[src/rtl/fe_pkg.sv]
// Shared constants and the radix-4 x radix-4 digit-reversal map for the
// 16-point FFT unscrambler.
package fe_pkg;

  localparam int NS = 16;
  localparam int I  = 0;
  localparam int Q  = 1;

  // Lane p carries bin (p mod 4)*4 + (p div 4): the two base-4 digits swap.
  function automatic logic [3:0] digit_rev16(input logic [3:0] p);
    return {p[1:0], p[3:2]};
  endfunction

endpackage

[src/rtl/fe_bf16_unscr_if.sv]
// Frame-in / beat-out bundle of the FFT unscrambler. The slave modport is the
// unscrambler; the master modport is the FFT engine plus the downstream consumer.
interface fe_bf16_unscr_if #(
  parameter int NBW   = 12,
  parameter int NLANE = 4
);

  logic                                  i_valid;
  logic signed [15:0][1:0][NBW-1:0]      i_data;
  logic                                  i_ready;
  logic                                  o_valid;
  logic signed [NLANE-1:0][1:0][NBW-1:0] o_data;
  logic                                  o_sof;
  logic                                  o_eof;

  modport master (
    output i_valid, i_data, i_ready,
    input  o_valid, o_data, o_sof, o_eof
  );

  modport slave (
    input  i_valid, i_data, i_ready,
    output o_valid, o_data, o_sof, o_eof
  );

endinterface

[src/rtl/fe_frame_buf2.sv]
// Two-slot (ping/pong) whole-frame store with occupancy tracking. A frame that
// arrives while both slots are held is dropped and latched into a sticky flag.
module fe_frame_buf2
  import fe_pkg::*;
#(
  parameter int NBW = 12
) (
  input  logic                         clk,
  input  logic                         rst_async_n,
  input  logic                         wr_en,
  input  logic [NS-1:0][1:0][NBW-1:0]  wr_frame,
  input  logic                         rd_done,
  input  logic                         clr_ovf,
  output logic [NS-1:0][1:0][NBW-1:0]  rd_frame,
  output logic [1:0]                   level,
  output logic                         ovf
);

  logic [NS-1:0][1:0][NBW-1:0] slot_p0 [2];
  logic       wp;
  logic       rp;
  logic       wr_acc;
  logic       drop;
  logic [1:0] level_nxt;

  // A full buffer still accepts a frame when the read side frees a slot this cycle.
  assign wr_acc = wr_en && ((level != 2'd2) || rd_done);
  assign drop   = wr_en && !wr_acc;

  always_comb begin
    level_nxt = level;
    unique case ({wr_acc, rd_done})
      2'b10:   level_nxt = level + 2'd1;
      2'b01:   level_nxt = level - 2'd1;
      default: level_nxt = level;
    endcase
  end

  always_ff @(posedge clk or negedge rst_async_n) begin
    if (!rst_async_n) begin
      wp    <= 1'b0;
      rp    <= 1'b0;
      level <= 2'd0;
      ovf   <= 1'b0;
    end else begin
      if (wr_acc)
        wp <= ~wp;
      if (rd_done)
        rp <= ~rp;
      level <= level_nxt;
      if (drop)
        ovf <= 1'b1;
      else if (clr_ovf)
        ovf <= 1'b0;
    end
  end

  // Frame storage is data only and carries no reset.
  always_ff @(posedge clk) begin
    if (wr_acc)
      slot_p0[wp] <= wr_frame;
  end

  assign rd_frame = slot_p0[rp];

endmodule

[src/rtl/fe_bf16_unscr.sv]
// FFT output unscrambler: digit-reverses a 16-bin frame into natural order,
// buffers up to two frames and streams them out NLANE bins per beat.
module fe_bf16_unscr
  import fe_pkg::*;
#(
  parameter int NBW   = 12,
  parameter int NLANE = 4
) (
  input  logic            clk,
  input  logic            rst_async_n,
  fe_bf16_unscr_if.slave  bus,
  input  logic            i_clr_ovf,
  output logic            o_ovf,
  output logic [1:0]      o_level
);

  localparam int NBEAT = NS / NLANE;
  localparam int BW    = (NBEAT > 1) ? $clog2(NBEAT) : 1;

  typedef logic signed [1:0][NBW-1:0] cplx_t;
  typedef cplx_t [NS-1:0] frame_t;

  frame_t        wr_frame;
  frame_t        rd_frame;
  logic [BW-1:0] beat;
  logic          last_beat;
  logic          xfer;
  logic          rd_done;
  logic [3:0]    base;

  // Reorder at write time so both slots hold bins in natural order.
  always_comb begin
    wr_frame = '0;
    for (int p = 0; p < NS; p++) begin
      wr_frame[digit_rev16(4'(p))][I] = bus.i_data[p][I];
      wr_frame[digit_rev16(4'(p))][Q] = bus.i_data[p][Q];
    end
  end

  fe_frame_buf2 #(
    .NBW (NBW)
  ) u_buf (
    .clk         (clk),
    .rst_async_n (rst_async_n),
    .wr_en       (bus.i_valid),
    .wr_frame    (wr_frame),
    .rd_done     (rd_done),
    .clr_ovf     (i_clr_ovf),
    .rd_frame    (rd_frame),
    .level       (o_level),
    .ovf         (o_ovf)
  );

  assign bus.o_valid = (o_level != 2'd0);
  assign last_beat   = (beat == BW'(NBEAT - 1));
  assign xfer        = bus.o_valid && bus.i_ready;
  assign rd_done     = xfer && last_beat;

  always_ff @(posedge clk or negedge rst_async_n) begin
    if (!rst_async_n)
      beat <= '0;
    else if (xfer)
      beat <= last_beat ? '0 : beat + BW'(1);
  end

  // Output mux straight off the stored slot; it only moves on a transfer,
  // so data holds for free while the consumer stalls.
  always_comb begin
    base        = 4'(int'(beat) * NLANE);
    bus.o_data  = '0;
    for (int m = 0; m < NLANE; m++)
      bus.o_data[m] = rd_frame[base + 4'(m)];
  end

  assign bus.o_sof = bus.o_valid && (beat == '0);
  assign bus.o_eof = bus.o_valid && last_beat;

endmodule

[src/flat_wrapper.sv]
// flat-port wrapper written by rule: the top's interface ports become plain ports
module fe_bf16_unscr_flat import fe_pkg::*;
#(
  parameter int NBW   = 12,
  parameter int NLANE = 4
)
  (clk, rst_async_n, i_clr_ovf, o_ovf, o_level, bus_i_valid, bus_i_data, bus_i_ready, bus_o_valid, bus_o_data, bus_o_sof, bus_o_eof);
  fe_bf16_unscr_if #(.NBW(NBW), .NLANE(NLANE)) bus_i ();
  input  logic clk;
  input  logic rst_async_n;
  input  logic i_clr_ovf;
  output logic o_ovf;
  output logic [1:0] o_level;
  input wire logic [$bits(bus_i.i_valid)-1:0] bus_i_valid;
  input wire logic [$bits(bus_i.i_data)-1:0] bus_i_data;
  input wire logic [$bits(bus_i.i_ready)-1:0] bus_i_ready;
  output wire logic [$bits(bus_i.o_valid)-1:0] bus_o_valid;
  output wire logic [$bits(bus_i.o_data)-1:0] bus_o_data;
  output wire logic [$bits(bus_i.o_sof)-1:0] bus_o_sof;
  output wire logic [$bits(bus_i.o_eof)-1:0] bus_o_eof;
  assign bus_i.i_valid = bus_i_valid;
  assign bus_i.i_data = bus_i_data;
  assign bus_i.i_ready = bus_i_ready;
  assign bus_o_valid = bus_i.o_valid;
  assign bus_o_data = bus_i.o_data;
  assign bus_o_sof = bus_i.o_sof;
  assign bus_o_eof = bus_i.o_eof;
  fe_bf16_unscr #(.NBW(NBW), .NLANE(NLANE)) u_core (.clk(clk), .rst_async_n(rst_async_n), .bus(bus_i), .i_clr_ovf(i_clr_ovf), .o_ovf(o_ovf), .o_level(o_level));
endmodule
[config.mk]
export PLATFORM = sky130hd
export DESIGN_NAME = fe_bf16_unscr_flat
export DESIGN_NICKNAME = d
export VERILOG_FILES = /design/src/rtl/fe_pkg.sv /design/src/rtl/fe_bf16_unscr_if.sv /design/src/rtl/fe_frame_buf2.sv /design/src/rtl/fe_bf16_unscr.sv /design/src/flat_wrapper.sv
export SDC_FILE = /design/constraint.sdc
export NUM_CORES = 1
export LEC_CHECK = 0
export CAP_MARGIN = 20
export CORE_ASPECT_RATIO = 2
export CORE_MARGIN = 4
export CORE_UTILIZATION = 57
export CTS_CLUSTER_DIAMETER = 120
export DETAILED_ROUTE_END_ITERATION = 8
export PLACE_DENSITY = 0.85
export SLEW_MARGIN = 20
export SYNTH_ARGS = -nofsm -noshare
export SYNTH_HDL_FRONTEND = slang
export SYNTH_SLANG_ARGS = --single-unit
export TNS_END_PERCENT = 30
[constraint.sdc]
create_clock -name clk -period 29.7 [get_ports clk]
set_input_delay 4.455 -clock clk [delete_from_list [all_inputs] [get_ports clk]]
set_output_delay 4.455 -clock clk [all_outputs]
set_load 0.01 [all_outputs]
==> metrics.txt <==
share of cells above drive strength 1=16.2%; initial core utilization=57.5%; clock transition at the registers of the reported paths=0.07 ns; Pwr Density=99.4 nW/um^2; Psw=1.08 mW; Yosys reg bits=775; Tot GR Track Use=24.6%; Final Worst Setup Slack=21.31 ns; DP HPWL=44.6 mm; CP delay by family, top=buffers and inverters; vias in the first global route=16485; routed len/inst=26.5 um; # resized after CTS=0; final worst-path cycle share=28.2%; most used cell, CP=nand2_1; routed wire length=68.7 mm; Syn Nets=1740; Syn-to-layout area delta=26.1%; Fin. Hold Viols=0; WHS=0.503 ns; post-route cell area=36900 um^2; Via density=5.80; crit path cell chain=buf_4 -> mux4_2 -> nand2_1 -> nand2_1 -> clkdlybuf4s50_1; hold_buf cts=0; P_int=2.59 mW; number of post-CTS setup repair buffers=0; final slew viol count=0; DRC viols=0; fillers=2889; crit path max-delay cell type=dfrtp_4; setup TNS=0 ns; status=completed; Worst Hold Class=reg2reg; CTS H-tree depth=2; TritonCTS clock tree=built; number of nets with antenna violations after routing=0; Crit path buffers/inverters=2; peak supply drop=0.0930 mV; Post-synth ARST share=0.903%; Die H=329 um; Most Used Layer, Global Route=met2; Syn Area/Cell=21.7 um^2; first-pass GRT wire length=101 mm; Die Area=55300 um^2; Clk pwr share=23.2%; CP Max Fanout=46; clock root cell=clkbuf_16; count of input and output buffers=490; CP Launch Type=flip-flop; Arrival @ worst endpoint=3.93 ns; Synth Flop Type=edfxtp_1; # placed instances=2442; Pre-Repair DR Iteration Count=5; max-cap violation count=0; worst skew pair latency=0.62 ns; M2 GR Usage=42.7%; min Tclk post-route=8.39 ns; Routability Congestion=0.806; fin cells=2589; largest net degree at the start of global routing=160; Static Leak=12.4 nW; Top Ports=491; synthesized area=29300 um^2; CTS Buf Count=61; Crit Path Class=reg2out; Comb pwr share=32.8%; switch share=29.5%; number of synthesized flops with an enable pin=768; grt met3 use=6.20%; Vias=15029; Die W=168 um; slew margin rel.=26.5%; critical path endpoint category=primary output; Rows=117; clock tree buffer depth=3; Largest stage delay, worst path=1.06 ns; initial antenna violation count=34; synth unique cells=26; sequential share of power=44.0%; synthesized instance count=1348; Critical Path RT=25.24 ns; final setup fails=0; total grt overflow=0; post-synthesis sequential area ratio=79.4%; Area after DPL=34700 um^2; Clock Skew=0.0283 ns; met1 GRT Util=28.8%; Ys Warns=0; unrepaired setup endpoints after global routing=false; Nets=2243; CTS sink cnt=775; First DRT Iteration DRCs=1292; FMAX=119 MHz; pre-CTS setup slack=21.74 ns; Worst Tran Pin Value=1.10 ns; core area=50900 um^2
[synthesized netlist by cell type (3+ instances only)]
cell type  number  area, um^2
buf_1           5        18.8
buf_2          20         100
buf_6          15         169
buf_8           5        75.1
clkbuf_1       19        71.3
dfrtp_1         7         175
edfxtp_1      768       23100
ha_1            3        37.5
inv_1           4        15.0
mux4_2        192        4320
nand2_1       290        1090
nor2_1          3        11.3
xnor2_1         4        35.0
[registers in the layout (all words and copies together), names as in the netlist]
name,count
u_core.u_buf.ovf,1
u_core.u_buf.wp,1
u_core.u_buf.rp,1
u_core.u_buf.level,2
u_core.beat,2
u_core.u_buf.slot_p0,768
[final cells by class]
type	count	area [um^2]	share of cell area, %
repair buffers	505	5050	13.7
multi-input cells	503	5600	15.2
flip-flops and latches	775	23200	63.0
clock buffers	70	1600	4.34
clock inverters	45	505	1.37
diodes	32	80.1	0.217
well taps	654	818	2.22
inverters	5	21.3	0.0576
[metal layers]
| layer | wire (um) | share of wire [%] |
|---|---|---|
| met3 | 5740 | 8.4 |
| met2 | 37500 | 55 |
| met5 | 61 | 0.089 |
| met4 | 3030 | 4.4 |
| met1 | 22400 | 33 |
[cell families (layout without fill, tap and decap cells)]
logic type                 after synthesis  after routing  share of synthesized area (%)
adders and majority gates                3              3                          0.128
and+or+nand+nor                        297            297                           3.84
muxes                                  193            193                           14.8
other                                    0             32                              0
AOI/OAI and AO/OA                        5              5                          0.137
DFF                                    775            775                           79.4
xor gates and xnor gates                 5              5                          0.150
buffers and inverters                   70            625                           1.57
[worst paths after layout]
path / slack [ns] / to / cells after the start / from
setup reg to reg: 24.28 / u_core.u_buf.slot_p0[0][45]$_DFFE_PP_ / 7 / u_core.beat[1]$_DFFE_PN0P_
hold reg to reg: 0.50 / u_core.u_buf.ovf$_DFFE_PN0P_ / 1 / u_core.u_buf.ovf$_DFFE_PN0P_
max in group asynchronous: 25.26 / u_core.beat[1]$_DFFE_PN0P_ / 1 / rst_async_n
hold / removal: 0.50 / u_core.u_buf.ovf$_DFFE_PN0P_ / 1 / u_core.u_buf.ovf$_DFFE_PN0P_
min in group asynchronous: 4.13 / u_core.u_buf.ovf$_DFFE_PN0P_ / 1 / rst_async_n
setup / recovery: 21.31 / bus_o_data[37] / 5 / u_core.u_buf.rp$_DFFE_PN0P_
[placed cells by master (no fill, tap or decap), types with 2 or more instances in the layout]
cell type and count:
clkdlybuf4s50_1 490, nand2_1 290, diode_2 32, dfrtp_1 4, edfxtp_1 768, ha_1 3, buf_12 2, dfrtp_4 3
nor2_4 2, xnor2_1 4, clkbuf_1 7, clkinv_2 10, buf_4 12, clkbuf_16 63, clkinv_4 3, clkinv_1 16
mux4_2 192, clkinvlp_4 4, bufinv_16 11, inv_1 4
[per-stage QoR]
stage,utilization (%),power (mW)
2_1_floorplan,-,2.51
3_3_place_gp,68.2,2.80
3_5_place_dp,68.2,2.85
4_1_cts,72.3,3.70
5_1_grt,72.4,3.84
6_report,72.5,3.67
[power by group through the flow]
| stage | clock (mW) | combinational (mW) | sequential [mW] |
|---|---|---|---|
| 2_1_floorplan | 0 | 0.771 | 1.74 |
| 3_3_place_gp | 0 | 1.19 | 1.61 |
| 3_5_place_dp | 0 | 1.21 | 1.64 |
| 4_1_cts | 0.864 | 1.22 | 1.62 |
| 5_1_grt | 0.914 | 1.29 | 1.64 |
| 6_report | 0.850 | 1.21 | 1.61 |
No activity file was read; power rests on OpenSTA's default activity.
